<file path="src/rtl/sram_arbiter_pkg.sv">
// Shared types and constants for the two-port SRAM arbiter.
package sram_arbiter_pkg;

  // Default data/address width of the SRAM bus.
  localparam int ARB_DATAWIDTH = 16;

  // Access sequencer states.
  typedef enum logic [1:0] {
    ARB_IDLE   = 2'd0,
    ARB_ACCESS = 2'd1,
    ARB_DONE   = 2'd2
  } arb_state_e;

  // Requester identity, used both for the current grant and for rotation.
  typedef enum logic {
    GNT_CPU = 1'b0,
    GNT_VGA = 1'b1
  } gnt_e;

endpackage

</file>
<file path="src/rtl/sram_arbiter_if.sv">
// Bundles the CPU port, VGA port and SRAM pins seen by the arbiter.
interface sram_arbiter_if
  import sram_arbiter_pkg::*;
#(
  parameter int DATAWIDTH = ARB_DATAWIDTH
);
  // CPU data port
  logic                 cpu_req;
  logic                 cpu_we;
  logic [DATAWIDTH-1:0] cpu_addr;
  logic [DATAWIDTH-1:0] cpu_wdata;
  logic                 cpu_ack;
  logic [DATAWIDTH-1:0] cpu_rdata;
  // VGA pixel fetch port (read only)
  logic                 vga_req;
  logic [DATAWIDTH-1:0] vga_addr;
  logic                 vga_ack;
  logic [DATAWIDTH-1:0] vga_rdata;
  // Status
  logic                 busy;
  // External asynchronous SRAM, strobes active-low
  logic                 sram_ce;
  logic                 sram_oe;
  logic                 sram_we;
  logic [DATAWIDTH-1:0] sram_addr;
  logic [DATAWIDTH-1:0] sram_dout;
  logic [DATAWIDTH-1:0] sram_din;

  // Arbiter side
  modport slave (
    input  cpu_req, cpu_we, cpu_addr, cpu_wdata, vga_req, vga_addr, sram_din,
    output cpu_ack, cpu_rdata, vga_ack, vga_rdata, busy,
           sram_ce, sram_oe, sram_we, sram_addr, sram_dout
  );

  // Requester / SRAM model side
  modport master (
    output cpu_req, cpu_we, cpu_addr, cpu_wdata, vga_req, vga_addr, sram_din,
    input  cpu_ack, cpu_rdata, vga_ack, vga_rdata, busy,
           sram_ce, sram_oe, sram_we, sram_addr, sram_dout
  );

endinterface

</file>
<file path="src/rtl/sram_arbiter_rr_arb2.sv">
// Two-way combinational grant: lone requester wins; ties go to VGA in
// priority mode, otherwise to the port that was not granted last.
module rr_arb2
  import sram_arbiter_pkg::*;
(
  input  logic cpu_req,
  input  logic vga_req,
  input  gnt_e last_gnt,
  input  logic vga_priority,
  output logic gnt_valid,
  output gnt_e gnt
);

  // Resolve the winner among the currently asserted requests.
  always_comb begin
    gnt_valid = cpu_req | vga_req;
    gnt       = GNT_CPU;
    if (cpu_req && vga_req) begin
      if (vga_priority || (last_gnt == GNT_CPU)) begin
        gnt = GNT_VGA;
      end else begin
        gnt = GNT_CPU;
      end
    end else if (vga_req) begin
      gnt = GNT_VGA;
    end
  end

endmodule

</file>
<file path="src/rtl/sram_arbiter.sv">
// Shares one asynchronous SRAM between the CPU and VGA ports. Each access
// is a fixed-length strobe cycle IDLE -> ACCESS (WAIT_CYC+1) -> DONE, with
// the strobes decoded from registered state so they switch only on edges.
module sram_arbiter
  import sram_arbiter_pkg::*;
#(
  parameter int DATAWIDTH    = ARB_DATAWIDTH,
  parameter int WAIT_CYC     = 1,
  parameter bit VGA_PRIORITY = 1'b0
) (
  input  logic           clk,
  input  logic           rst_n,
  sram_arbiter_if.slave  bus
);

  localparam logic [2:0] WAIT_LOAD = 3'(WAIT_CYC);

  arb_state_e           state_q, state_d;
  logic [2:0]           cnt_q, cnt_d;
  // gnt_q only changes when a grant is issued, so it doubles as last_gnt.
  gnt_e                 gnt_q, gnt_d;
  logic                 we_q, we_d;
  logic [DATAWIDTH-1:0] addr_q, addr_d;
  logic [DATAWIDTH-1:0] wdata_q, wdata_d;
  logic [DATAWIDTH-1:0] cpu_rdata_q, cpu_rdata_d;
  logic [DATAWIDTH-1:0] vga_rdata_q, vga_rdata_d;

  logic arb_valid;
  gnt_e arb_gnt;

  rr_arb2 u_rr_arb2 (
    .cpu_req      (bus.cpu_req),
    .vga_req      (bus.vga_req),
    .last_gnt     (gnt_q),
    .vga_priority (VGA_PRIORITY),
    .gnt_valid    (arb_valid),
    .gnt          (arb_gnt)
  );

  // Next-state and datapath-load logic of the access sequencer.
  always_comb begin
    state_d     = state_q;
    cnt_d       = cnt_q;
    gnt_d       = gnt_q;
    we_d        = we_q;
    addr_d      = addr_q;
    wdata_d     = wdata_q;
    cpu_rdata_d = cpu_rdata_q;
    vga_rdata_d = vga_rdata_q;
    unique case (state_q)
      ARB_IDLE: begin
        if (arb_valid) begin
          gnt_d   = arb_gnt;
          cnt_d   = WAIT_LOAD;
          wdata_d = bus.cpu_wdata;
          if (arb_gnt == GNT_VGA) begin
            addr_d = bus.vga_addr;
            we_d   = 1'b0;
          end else begin
            addr_d = bus.cpu_addr;
            we_d   = bus.cpu_we;
          end
          state_d = ARB_ACCESS;
        end
      end
      ARB_ACCESS: begin
        if (cnt_q == 3'd0) begin
          // Read data is taken on the edge that ends the strobe.
          if (!we_q) begin
            if (gnt_q == GNT_VGA) vga_rdata_d = bus.sram_din;
            else                  cpu_rdata_d = bus.sram_din;
          end
          state_d = ARB_DONE;
        end else begin
          cnt_d = cnt_q - 3'd1;
        end
      end
      ARB_DONE: begin
        state_d = ARB_IDLE;
      end
      default: begin
        state_d = ARB_IDLE;
      end
    endcase
  end

  // State and datapath registers with synchronous active-low reset.
  always_ff @(posedge clk) begin
    if (!rst_n) begin
      state_q     <= ARB_IDLE;
      cnt_q       <= 3'd0;
      gnt_q       <= GNT_CPU;
      we_q        <= 1'b0;
      addr_q      <= '0;
      wdata_q     <= '0;
      cpu_rdata_q <= '0;
      vga_rdata_q <= '0;
    end else begin
      state_q     <= state_d;
      cnt_q       <= cnt_d;
      gnt_q       <= gnt_d;
      we_q        <= we_d;
      addr_q      <= addr_d;
      wdata_q     <= wdata_d;
      cpu_rdata_q <= cpu_rdata_d;
      vga_rdata_q <= vga_rdata_d;
    end
  end

  assign bus.sram_ce   = ~(state_q == ARB_ACCESS);
  assign bus.sram_oe   = ~((state_q == ARB_ACCESS) && !we_q);
  assign bus.sram_we   = ~((state_q == ARB_ACCESS) && we_q);
  assign bus.sram_addr = addr_q;
  assign bus.sram_dout = wdata_q;
  assign bus.busy      = (state_q != ARB_IDLE);
  assign bus.cpu_ack   = (state_q == ARB_DONE) && (gnt_q == GNT_CPU);
  assign bus.vga_ack   = (state_q == ARB_DONE) && (gnt_q == GNT_VGA);
  assign bus.cpu_rdata = cpu_rdata_q;
  assign bus.vga_rdata = vga_rdata_q;

endmodule

</file>
<file path="src/flat_wrapper.sv">
// flat-port wrapper written by rule: the top's interface ports become plain ports
module sram_arbiter_flat import sram_arbiter_pkg::*;
#(
  parameter int DATAWIDTH    = ARB_DATAWIDTH,
  parameter int WAIT_CYC     = 1,
  parameter bit VGA_PRIORITY = 1'b0
)
  (clk, rst_n, bus_cpu_req, bus_cpu_we, bus_cpu_addr, bus_cpu_wdata, bus_vga_req, bus_vga_addr, bus_sram_din, bus_cpu_ack, bus_cpu_rdata, bus_vga_ack, bus_vga_rdata, bus_busy, bus_sram_ce, bus_sram_oe, bus_sram_we, bus_sram_addr, bus_sram_dout);
  sram_arbiter_if #(.DATAWIDTH(DATAWIDTH)) bus_i ();
  input  logic clk;
  input  logic rst_n;
  input wire logic [$bits(bus_i.cpu_req)-1:0] bus_cpu_req;
  input wire logic [$bits(bus_i.cpu_we)-1:0] bus_cpu_we;
  input wire logic [$bits(bus_i.cpu_addr)-1:0] bus_cpu_addr;
  input wire logic [$bits(bus_i.cpu_wdata)-1:0] bus_cpu_wdata;
  input wire logic [$bits(bus_i.vga_req)-1:0] bus_vga_req;
  input wire logic [$bits(bus_i.vga_addr)-1:0] bus_vga_addr;
  input wire logic [$bits(bus_i.sram_din)-1:0] bus_sram_din;
  output wire logic [$bits(bus_i.cpu_ack)-1:0] bus_cpu_ack;
  output wire logic [$bits(bus_i.cpu_rdata)-1:0] bus_cpu_rdata;
  output wire logic [$bits(bus_i.vga_ack)-1:0] bus_vga_ack;
  output wire logic [$bits(bus_i.vga_rdata)-1:0] bus_vga_rdata;
  output wire logic [$bits(bus_i.busy)-1:0] bus_busy;
  output wire logic [$bits(bus_i.sram_ce)-1:0] bus_sram_ce;
  output wire logic [$bits(bus_i.sram_oe)-1:0] bus_sram_oe;
  output wire logic [$bits(bus_i.sram_we)-1:0] bus_sram_we;
  output wire logic [$bits(bus_i.sram_addr)-1:0] bus_sram_addr;
  output wire logic [$bits(bus_i.sram_dout)-1:0] bus_sram_dout;
  assign bus_i.cpu_req = bus_cpu_req;
  assign bus_i.cpu_we = bus_cpu_we;
  assign bus_i.cpu_addr = bus_cpu_addr;
  assign bus_i.cpu_wdata = bus_cpu_wdata;
  assign bus_i.vga_req = bus_vga_req;
  assign bus_i.vga_addr = bus_vga_addr;
  assign bus_i.sram_din = bus_sram_din;
  assign bus_cpu_ack = bus_i.cpu_ack;
  assign bus_cpu_rdata = bus_i.cpu_rdata;
  assign bus_vga_ack = bus_i.vga_ack;
  assign bus_vga_rdata = bus_i.vga_rdata;
  assign bus_busy = bus_i.busy;
  assign bus_sram_ce = bus_i.sram_ce;
  assign bus_sram_oe = bus_i.sram_oe;
  assign bus_sram_we = bus_i.sram_we;
  assign bus_sram_addr = bus_i.sram_addr;
  assign bus_sram_dout = bus_i.sram_dout;
  sram_arbiter #(.DATAWIDTH(DATAWIDTH), .WAIT_CYC(WAIT_CYC), .VGA_PRIORITY(VGA_PRIORITY)) u_core (.clk(clk), .rst_n(rst_n), .bus(bus_i));
endmodule
</file>
<file path="config.mk">
export PLATFORM = sky130hd
export DESIGN_NAME = sram_arbiter_flat
export DESIGN_NICKNAME = d
export VERILOG_FILES = /design/src/rtl/sram_arbiter_pkg.sv /design/src/rtl/sram_arbiter_if.sv /design/src/rtl/sram_arbiter_rr_arb2.sv /design/src/rtl/sram_arbiter.sv /design/src/flat_wrapper.sv
export SDC_FILE = /design/constraint.sdc
export NUM_CORES = 1
export LEC_CHECK = 0
export CAP_MARGIN = 10
export CORE_MARGIN = 1.5
export CORE_UTILIZATION = 35
export DETAILED_ROUTE_END_ITERATION = 16
export GPL_ROUTABILITY_DRIVEN = 0
export HOLD_SLACK_MARGIN = 0.06
export PLACE_DENSITY = 0.72
export SLEW_MARGIN = 20
export SYNTH_ARGS = -nofsm -noshare
export SYNTH_HDL_FRONTEND = slang
export SYNTH_SLANG_ARGS = --single-unit
</file>
<file path="constraint.sdc">
create_clock -name clk -period 1.89 [get_ports clk]
set_input_delay 0.378 -clock clk [delete_from_list [all_inputs] [get_ports clk]]
set_output_delay 0.378 -clock clk [all_outputs]
set_load 0.02 [all_outputs]
</file>
==> summary by stage, run 1 <==
Logic synthesis
The register area share after synthesis is 0.491. The synthesized design contains 71 register bits. Among all flip-flop cells after synthesis, the most frequent one is sky130_fd_sc_hd__dfxtp_1. The synthesized netlist occupies a cell area of 2900 sq um. The number of nets produced by synthesis is 398.

The post-synthesis cell count is 327. The average size of a mapped cell is roughly 9 sq um. During synthesis, Yosys emitted a total of 0 warnings. Of all flip-flops after synthesis, the portion carrying an async set or reset was 0. Yosys mapped a number of flops with a built-in enable equal to 0. Yosys mapped the design onto 33 distinct sky130hd cell types.

Global routing
The number of antenna violations at the first check in global routing is 0. In the global route stage, met3 resource usage came out at 0.0688. Entering global routing, the biggest net connects 56 pins. For this run, global-route usage on met1 was measured as 0.220. The busiest metal layer after global routing is met2. The total overflow reported by the global router is 0. The first global-routing pass estimated approximately 13 mm of wire. For this run, global-route usage on met2 was measured as 0.327.

The overall global routing resource usage is 0.189. The number of global-route vias before repair was 2,963.

Routing
The routed design has between 8 and 9 mm of wire. The DRC violation count after routing is 0. In the routed layout, each cell is associated on average with a via count of between 5 and 6. Before antenna repair, the detailed router went through 4 iterations. The initial DRC count is 67. The post-detailed-route wirelength per cell is 14.3 um. The routed layout has between 2,000 and 3,000 vias. The number of nets still failing antenna checks after routing is 0.

Timing
The post-route worst setup slack is ~0.12 ns. Setup repair after global routing left no endpoint under its margin. The count of final max-slew check failures is 0. Between clock sinks in the finished design, the worst skew comes to roughly 0.0055 ns. At the pin with the least slew margin, the transition time is approximately 0.75 ns. In this run the tightest slew margin relative to its limit is 0.501. The clock period could shrink to approximately 1.8 ns. In the finished design, the share of the clock period the worst path needs comes to 0.939. The final number of hold-violating endpoints was 0. The final-layout setup total negative slack is 0 ns. Setup violations remaining at the end of the flow were counted as 0.

Static timing analysis puts the maximum clock frequency at around 560 MHz.

Placement
The wire-length estimate of the detail-placed layout is 5.86 mm. Buffers placed on the I/O ports in this run total about 140. At the placement stage, the worst setup path has a slack of -0.113 ns. In this run, placement finished with an instance count of 554.

Critical path
The arrival time at the worst endpoint is ~1.4 ns. The critical path start-end classification is flip-flop to output pin. The worst setup path is captured at an output pin. The logic depth of the worst register-to-register path is 5. The startpoint type of the worst setup path is a flip-flop. Along the worst path, the maximum fanout reaches 5. STA puts the critical path data required time at 1.51 ns. The startpoint identified for the worst register-to-register timing path is u_core.state_q[1]. The setup check on the worst reg-to-reg path leaves a slack of between 0.15 and 0.2 ns. The worst register-to-register path ends at u_core.bus.sram_addr[14].

Finish
The final layout contains ~530 nets. The antenna diode instance count is 0. The ratio of cells with drive above 1 in the final layout is 0.0919. For this run, the number of standard cells in the final layout without fillers is 570. The area growth from synthesis to layout is 60.8%.

Run status
The flow ran to the end, and the final reports show no timing, DRC or antenna violations.

Die
The area of the die is roughly 8800 sq um. From left edge to right edge, the die measures 94.0 um. For this design the top-level I/O count stands at roughly 140.

The die extent in y is 94.0 um. The number of placement rows is 32. For this configuration, the core starts out at a cell density of 0.367. The core area is about 7900 sq um.

Clock network
Counting the buffers created by CTS gives 9. The post-cts hold buffer count is 0. In this run the clock root is driven by a sky130_fd_sc_hd__clkbuf_8. The maximum number of buffers from clock root to sink is 2. The H-tree was split into 3 levels. The clock network latency to the later pin of the worst-skew pair is ~0.33 ns. After clock tree synthesis, the clock-pin slew on the worst setup and hold paths is 0.08 ns. The TritonCTS clock tree is yes. The clock sink count is just over 70.

Hold path
The worst hold path begins at u_core.bus.cpu_rdata[2]. The cell depth of the worst min-delay path is 2. The endpoint of the worst hold path is u_core.bus.cpu_rdata[2]. The classification of the worst-slack hold path is flip-flop to flip-flop.

Power
Of the total power, the share spent switching nets is 0.271. The combinational share of power is 0.246. The switching power summed over all nets is ~1.2 mW. The leakage power is about 1.8 nW. IR analysis of the VDD net gives a maximum drop of 0.378 mV. The proportion of power drawn by flip-flops and latches is 0.393.

The power density relative to cell area is just over 900 nW/um^2. Of the total power, the clock network draws 0.361. The internal power contribution is roughly 3.2 mW.

Flow run
Max-cap violations in this run came to 0.
[how the worst max path moves through the flow]
| stage | from | endpoint | slack [ns] |
|---|---|---|---|
| floorplan | u_core.cnt_q[0] | u_core.bus.vga_rdata[10] | 0.35 |
| global placement | bus_vga_req | u_core.bus.sram_addr[2] | -0.01 |
| detailed placement | bus_vga_req | u_core.bus.sram_addr[10] | -0.11 |
| CTS | u_core.state_q[0] | bus_sram_oe | 0.05 |
| global route | u_core.state_q[1] | bus_cpu_ack | 0.04 |
| finish | u_core.state_q[1] | bus_sram_ce | 0.12 |
[state kept, by name, summed over array words and instances (netlist names)]
signal                cells
u_core.bus.cpu_rdata     16
u_core.bus.sram_addr     16
u_core.bus.sram_dout     16
u_core.bus.vga_rdata     16
u_core.cnt_q              3
u_core.state_q            2
u_core.gnt_q              1
u_core.we_q               1
[power groups by stage]
stage | combinational [mW] | clock [mW] | sequential (mW)
floorplan | 0.416 | 0 | 1.87
global placement | 1.07 | 0 | 1.74
detailed placement | 1.08 | 0 | 1.74
CTS | 1.07 | 1.60 | 1.71
global route | 1.15 | 1.67 | 1.72
finish | 1.07 | 1.57 | 1.71
[cell usage after synthesis, drive strengths merged (3+ instances only)]
cell | number | share of area
inv | 5 | 0.0065
a21oi | 34 | 0.059
buf | 14 | 0.030
nand3 | 16 | 0.028
o21ai | 19 | 0.033
nor2 | 3 | 0.0065
mux2i | 32 | 0.11
a311oi | 16 | 0.048
nand2 | 85 | 0.11
clkbuf | 13 | 0.017
dfxtp | 71 | 0.49
[metal layers]
| layer | up-vias | share of wire | wire length, um |
|---|---|---|---|
| met2 | 115 | 0.47 | 3830 |
| met5 | - | 0 | 0 |
| met4 | 0 | 0.012 | 102 |
| met1 | 1332 | 0.43 | 3500 |
| li1 | 1402 | - | - |
| met3 | 12 | 0.091 | 740 |
[worst max-delay path, cell delays in order (launching register included)]
cell                            delay (ns)
sky130_fd_sc_hd__dfxtp_1              0.44
sky130_fd_sc_hd__nor2b_4              0.06
sky130_fd_sc_hd__buf_4                0.14
sky130_fd_sc_hd__inv_2                0.07
sky130_fd_sc_hd__dlygate4sd2_1        0.36
[cell families (layout without fill, tap and decap cells)]
logic type,count (synthesis),count (layout),share of synthesized area
multiplexers,32,32,0.111
buffers and inverters,33,174,0.0544
adder cells (fa/ha/maj),2,2,0.00864
AND/OR/NAND/NOR,114,114,0.175
AO/OA/AOI/OAI,75,75,0.160
flip-flops,71,71,0.491
[cell usage in the layout (no fill, tap or decap), types with 2 or more instances in the layout]
master | Yosys | layout
sky130_fd_sc_hd__a21oi_1 | 34 | 34
sky130_fd_sc_hd__a311oi_1 | 16 | 16
sky130_fd_sc_hd__buf_12 | 1 | 2
sky130_fd_sc_hd__buf_4 | 1 | 12
sky130_fd_sc_hd__bufinv_16 | 0 | 4
sky130_fd_sc_hd__clkbuf_8 | 0 | 9
sky130_fd_sc_hd__clkdlybuf4s50_1 | 0 | 131
sky130_fd_sc_hd__dfxtp_1 | 71 | 70
sky130_fd_sc_hd__dlygate4sd2_1 | 0 | 6
sky130_fd_sc_hd__ha_1 | 2 | 2
sky130_fd_sc_hd__inv_1 | 3 | 3
sky130_fd_sc_hd__inv_2 | 2 | 2
sky130_fd_sc_hd__mux2i_1 | 32 | 32
sky130_fd_sc_hd__nand2_1 | 85 | 85
sky130_fd_sc_hd__nand3_1 | 16 | 16
sky130_fd_sc_hd__nor2_2 | 3 | 3
sky130_fd_sc_hd__o21ai_0 | 14 | 14
sky130_fd_sc_hd__o21ai_1 | 5 | 5
sky130_fd_sc_hd__o32ai_1 | 2 | 2
[layout make-up]
type                       count  area [sq um]
timing repair buffer         152          1500
clock buffer                  10           128
clock inverter                 6           133
fill                         710          3230
tap                          102           128
inverter                       6          22.5
multi-input combinational    223          1330
sequential                    71          1420
[per-stage QoR]
step / util / area, sq um / power (mW) / hold WS, ns
after CTS: 0.590 / 4660 / 4.38 / 0.463
final: 0.591 / 4660 / 4.34 / 0.459
after floorplan: - / 2900 / 2.29 / 0.439
after global routing: 0.591 / 4660 / 4.55 / 0.483
after global placement: 0.558 / 4400 / 2.80 / 0.443
after detailed placement: 0.558 / 4400 / 2.82 / 0.451
[what timing repair did]
action,in CTS,in global routing
gates resized for setup,6,1
endpoints found under the setup margin,6,1
pin swaps,0,0
setup buffers,0,0
(Power assumes the default switching activity.)
==> inputs of run 2 (changes only) <==
--- a/config.mk
+++ b/config.mk
@@ -7,11 +7,12 @@
 export LEC_CHECK = 0
 export CAP_MARGIN = 10
 export CORE_MARGIN = 1.5
-export CORE_UTILIZATION = 35
+export CORE_UTILIZATION = 37
+export CTS_CLUSTER_DIAMETER = 100
 export DETAILED_ROUTE_END_ITERATION = 16
 export GPL_ROUTABILITY_DRIVEN = 0
 export HOLD_SLACK_MARGIN = 0.06
-export PLACE_DENSITY = 0.72
+export PLACE_DENSITY = 0.78
 export SLEW_MARGIN = 20
 export SYNTH_ARGS = -nofsm -noshare
 export SYNTH_HDL_FRONTEND = slang
==> constraint.sdc (replaced) <==
create_clock -name clk -period 1.45 [get_ports clk]
set_input_delay 0.29 -clock clk [delete_from_list [all_inputs] [get_ports clk]]
set_output_delay 0.29 -clock clk [all_outputs]
set_load 0.02 [all_outputs]
==> run 2 against run 1 <==
Effect of this change: the flow now finishes with violations (setup timing); power increased by 20%; flip-flop and latch count unchanged; cell count increased by 1.8%; global-route usage increased by 0.20 points; via count increased by 0.28%; register-to-register slack got worse by 0.28 ns; worst setup slack got worse by 0.21 ns; worst hold slack got worse by 0.057 ns; largest cell class unchanged.
==> summary by stage, run 2 (synthesized netlist as in run 1, its figures left out) <==
Hold path
The startpoint identified for the worst hold timing path is rst_n. The classification of the worst-slack hold path is input pin to flip-flop. The endpoint of the worst hold path is u_core.bus.sram_addr[0].

Counting instances, the worst hold path has a depth of 4.

Run status
The checks that failed: setup timing. The run finished, with violations left.

Finish
Relative to the synthesized area, the layout overhead comes to 64.1%. Of the cells placed in the final design, the portion with a size suffix greater than 1 is 0.146. In the final design database the tool counted about 540 nets.

The antenna diode instance count is 0. The final standard cell area without fillers is 4750 sq um. For this run, the share of the core covered by cells in the final layout is 0.622. In the layout the commonest cells are sky130_fd_sc_hd__nand2_1, sky130_fd_sc_hd__dfxtp_1, sky130_fd_sc_hd__clkdlybuf4s50_1.

For this run, the number of standard cells in the final layout without fillers is 580. Leaving out fill and tap cells, the most frequent cell in the layout is sky130_fd_sc_hd__nand2_1.

Power
In this run the power density over the cells is between 1000 and 1500 nW/um^2. The maximum ir drop on the vdd rail is ~0.52 mV. The leakage power is 2.19 nW. After layout, the design draws a total of 5.21 mW.

Flow run
Across the run, the number of max-cap violations was 0.

Critical path
The arrival time at the worst endpoint is approximately 1.8 ns. The startpoint type of the worst setup path is a flip-flop. In this run the critical register-to-register path is launched from u_core.cnt_q[0]. Tracing the worst setup path back leads to its startpoint at u_core.cnt_q[0]. The terminus of the critical flop-to-flop path is u_core.cnt_q[0].

The maximum fanout along the worst path is 4. Measured in cells, the most critical reg-to-reg path has a length of 6. Data on the critical path is required at its endpoint by around 1.7 ns.

The internal reg-to-reg setup slack is -0.09 ns. The critical path is of the flip-flop to flip-flop type. The type of destination of the critical path is a flip-flop.

Die
The core area is around 7600 sq um. The initialized floorplan defines 32 standard-cell rows. The area of the die is 8370 sq um. The die extent in y is about 90 um. The number of primary I/O pins is about 140. For this configuration, the core starts out at a cell density of 0.379. The width of the chip is 91.5 um.

Routing
The detailed router placed roughly 2,900 vias in this run. In the routed design, unresolved DRC markers number 0. For this block, the routed nets add up to ~7.9 mm of wire. The number of nets still failing antenna checks after routing is 0.

Dividing the detail-routed via count by the number of cells gives between 4 and 5. The initial DRC count is between 90 and 100. The post-detailed-route wirelength per cell is ~14 um.

The total iterations of the first detailed-routing run is 4.

Global routing
Summed over all layers, the global routing overflow is 0. The maximum number of pins on one net before global-route repair is 44. For met2 alone, demand over resource in global routing was 0.313. The number of global-route vias before repair is roughly 2,800.

For met3 alone, demand over resource in global routing was 0.0544. The overall global routing resource usage is 0.191. The wire length of the first global-routing pass is roughly 13 mm.

The number of antenna violations at the first check in global routing is 0. The busiest metal layer after global routing is met2. For met1 alone, demand over resource in global routing was 0.242.

Timing
Setup repair after global routing could not meet its margin everywhere. Setup total negative slack on the finished layout was measured at -0.225 ns. The transition at the pin with the smallest max-transition slack is around 0.30 ns.

Subtracting the final worst setup slack from the clock period gives about 1.5 ns. The final number of hold-violating endpoints was 0. The count of final max-slew check failures is 0. On the final layout, the worst clock skew is about 0.0075 ns. The worst slew slack as a fraction of its limit is 0.802. The final setup violation count is 10. The achievable clock frequency is roughly 650 MHz.

The portion of the clock cycle consumed by the worst path in the final layout is 1.06. Setup slack on the critical path of the routed design comes to -0.0920 ns.

Placement
The count of port buffers added during placement is about 140. Summed over all nets, the half-perimeter wirelength after detailed placement is around 5.6 mm. The placed instances occupy a cell area of around 4500 sq um. Counting tap cells, the placed design contains a total of between 500 and 600 instances.

Clock network
After clock tree synthesis, the clock-pin slew on the worst setup and hold paths is 0.07 ns. The clock passes through at most 2 buffers. Clock tree synthesis selected as its root buffer the cell sky130_fd_sc_hd__clkbuf_8. For the worst-skew pair, the clock arrives at the later sink with an insertion delay of 0.33 ns. Buffers inserted during clock tree synthesis total 9.

The H-tree was split into 3 levels. For this design, the CTS-stage hold fixing added 0 buffers. For this design, the sink count on the clock tree is between 70 and 80. TritonCTS built the clock tree.
-- run 2: changes by cell type in the layout (fill, tap and decap cells not counted), sizes merged --
cell	delta
buf	+16
dlygate4sd2	+58
bufinv	-3
clkbuf	+3
dlymetal6s2s	+1
clkdlybuf4s50	-65
-- run 2: per-stage QoR --
step,hold slack [ns],setup WS [ns]
detailed placement,0.448,-0.359
CTS,0.377,-0.0913
finish,0.402,-0.0920
global placement,0.443,-0.301
floorplan,0.438,0.00834
global route,0.383,-0.136
-- run 2: how the worst max path moves through the flow --
stage | to | slack (ns) | cells after the start
finish | u_core.cnt_q[0] | -0.09 | 6
global route | bus_sram_oe | -0.14 | 3
CTS | bus_sram_oe | -0.09 | 3
detailed placement | u_core.bus.sram_addr[13] | -0.36 | 4
global placement | u_core.bus.sram_addr[0] | -0.30 | 4
floorplan | u_core.bus.cpu_rdata[5] | 0.008 | 6
-- run 2: layer usage --
layer	share of wire	wire length [um]	up-vias
li1	-	-	1427
met1	0.45	3610	1320
met2	0.47	3700	111
met3	0.066	525	11
met4	0.013	106	0
met5	0	0	-
-- run 2: power breakdown --
group | internal [mW] | total [mW] | switching, mW
registers | 2.13 | 2.22 | 0.0929
clock network | 0.842 | 1.52 | 0.682
logic | 0.710 | 1.46 | 0.754
-- run 2: layout make-up --
cell class              instances  area, sq um
flip-flops and latches         71         1430
repair buffers                162         1570
clock buffers                  13          149
clock inverters                 3         42.5
fillers                       682         2890
well taps                     102          128
multi-input cells             223         1410
inverters                       6         25.0
-- run 2: timing repair --
item / 4_1_cts / 5_1_grt
pin swaps: 0 / 4
gates resized for setup: 97 / 20
endpoints found under the setup margin: 104 / 33
buffers inserted: 1 / 3
-- run 2: worst max-delay path: stages, from the launching register on --
cell and delay [ns]:
sky130_fd_sc_hd__dfxtp_2 0.33, sky130_fd_sc_hd__inv_2 0.05, sky130_fd_sc_hd__ha_4 0.16, sky130_fd_sc_hd__ha_4 0.16, sky130_fd_sc_hd__or3b_4 0.44, sky130_fd_sc_hd__o21ai_2 0.15
sky130_fd_sc_hd__o21ba_2 0.16
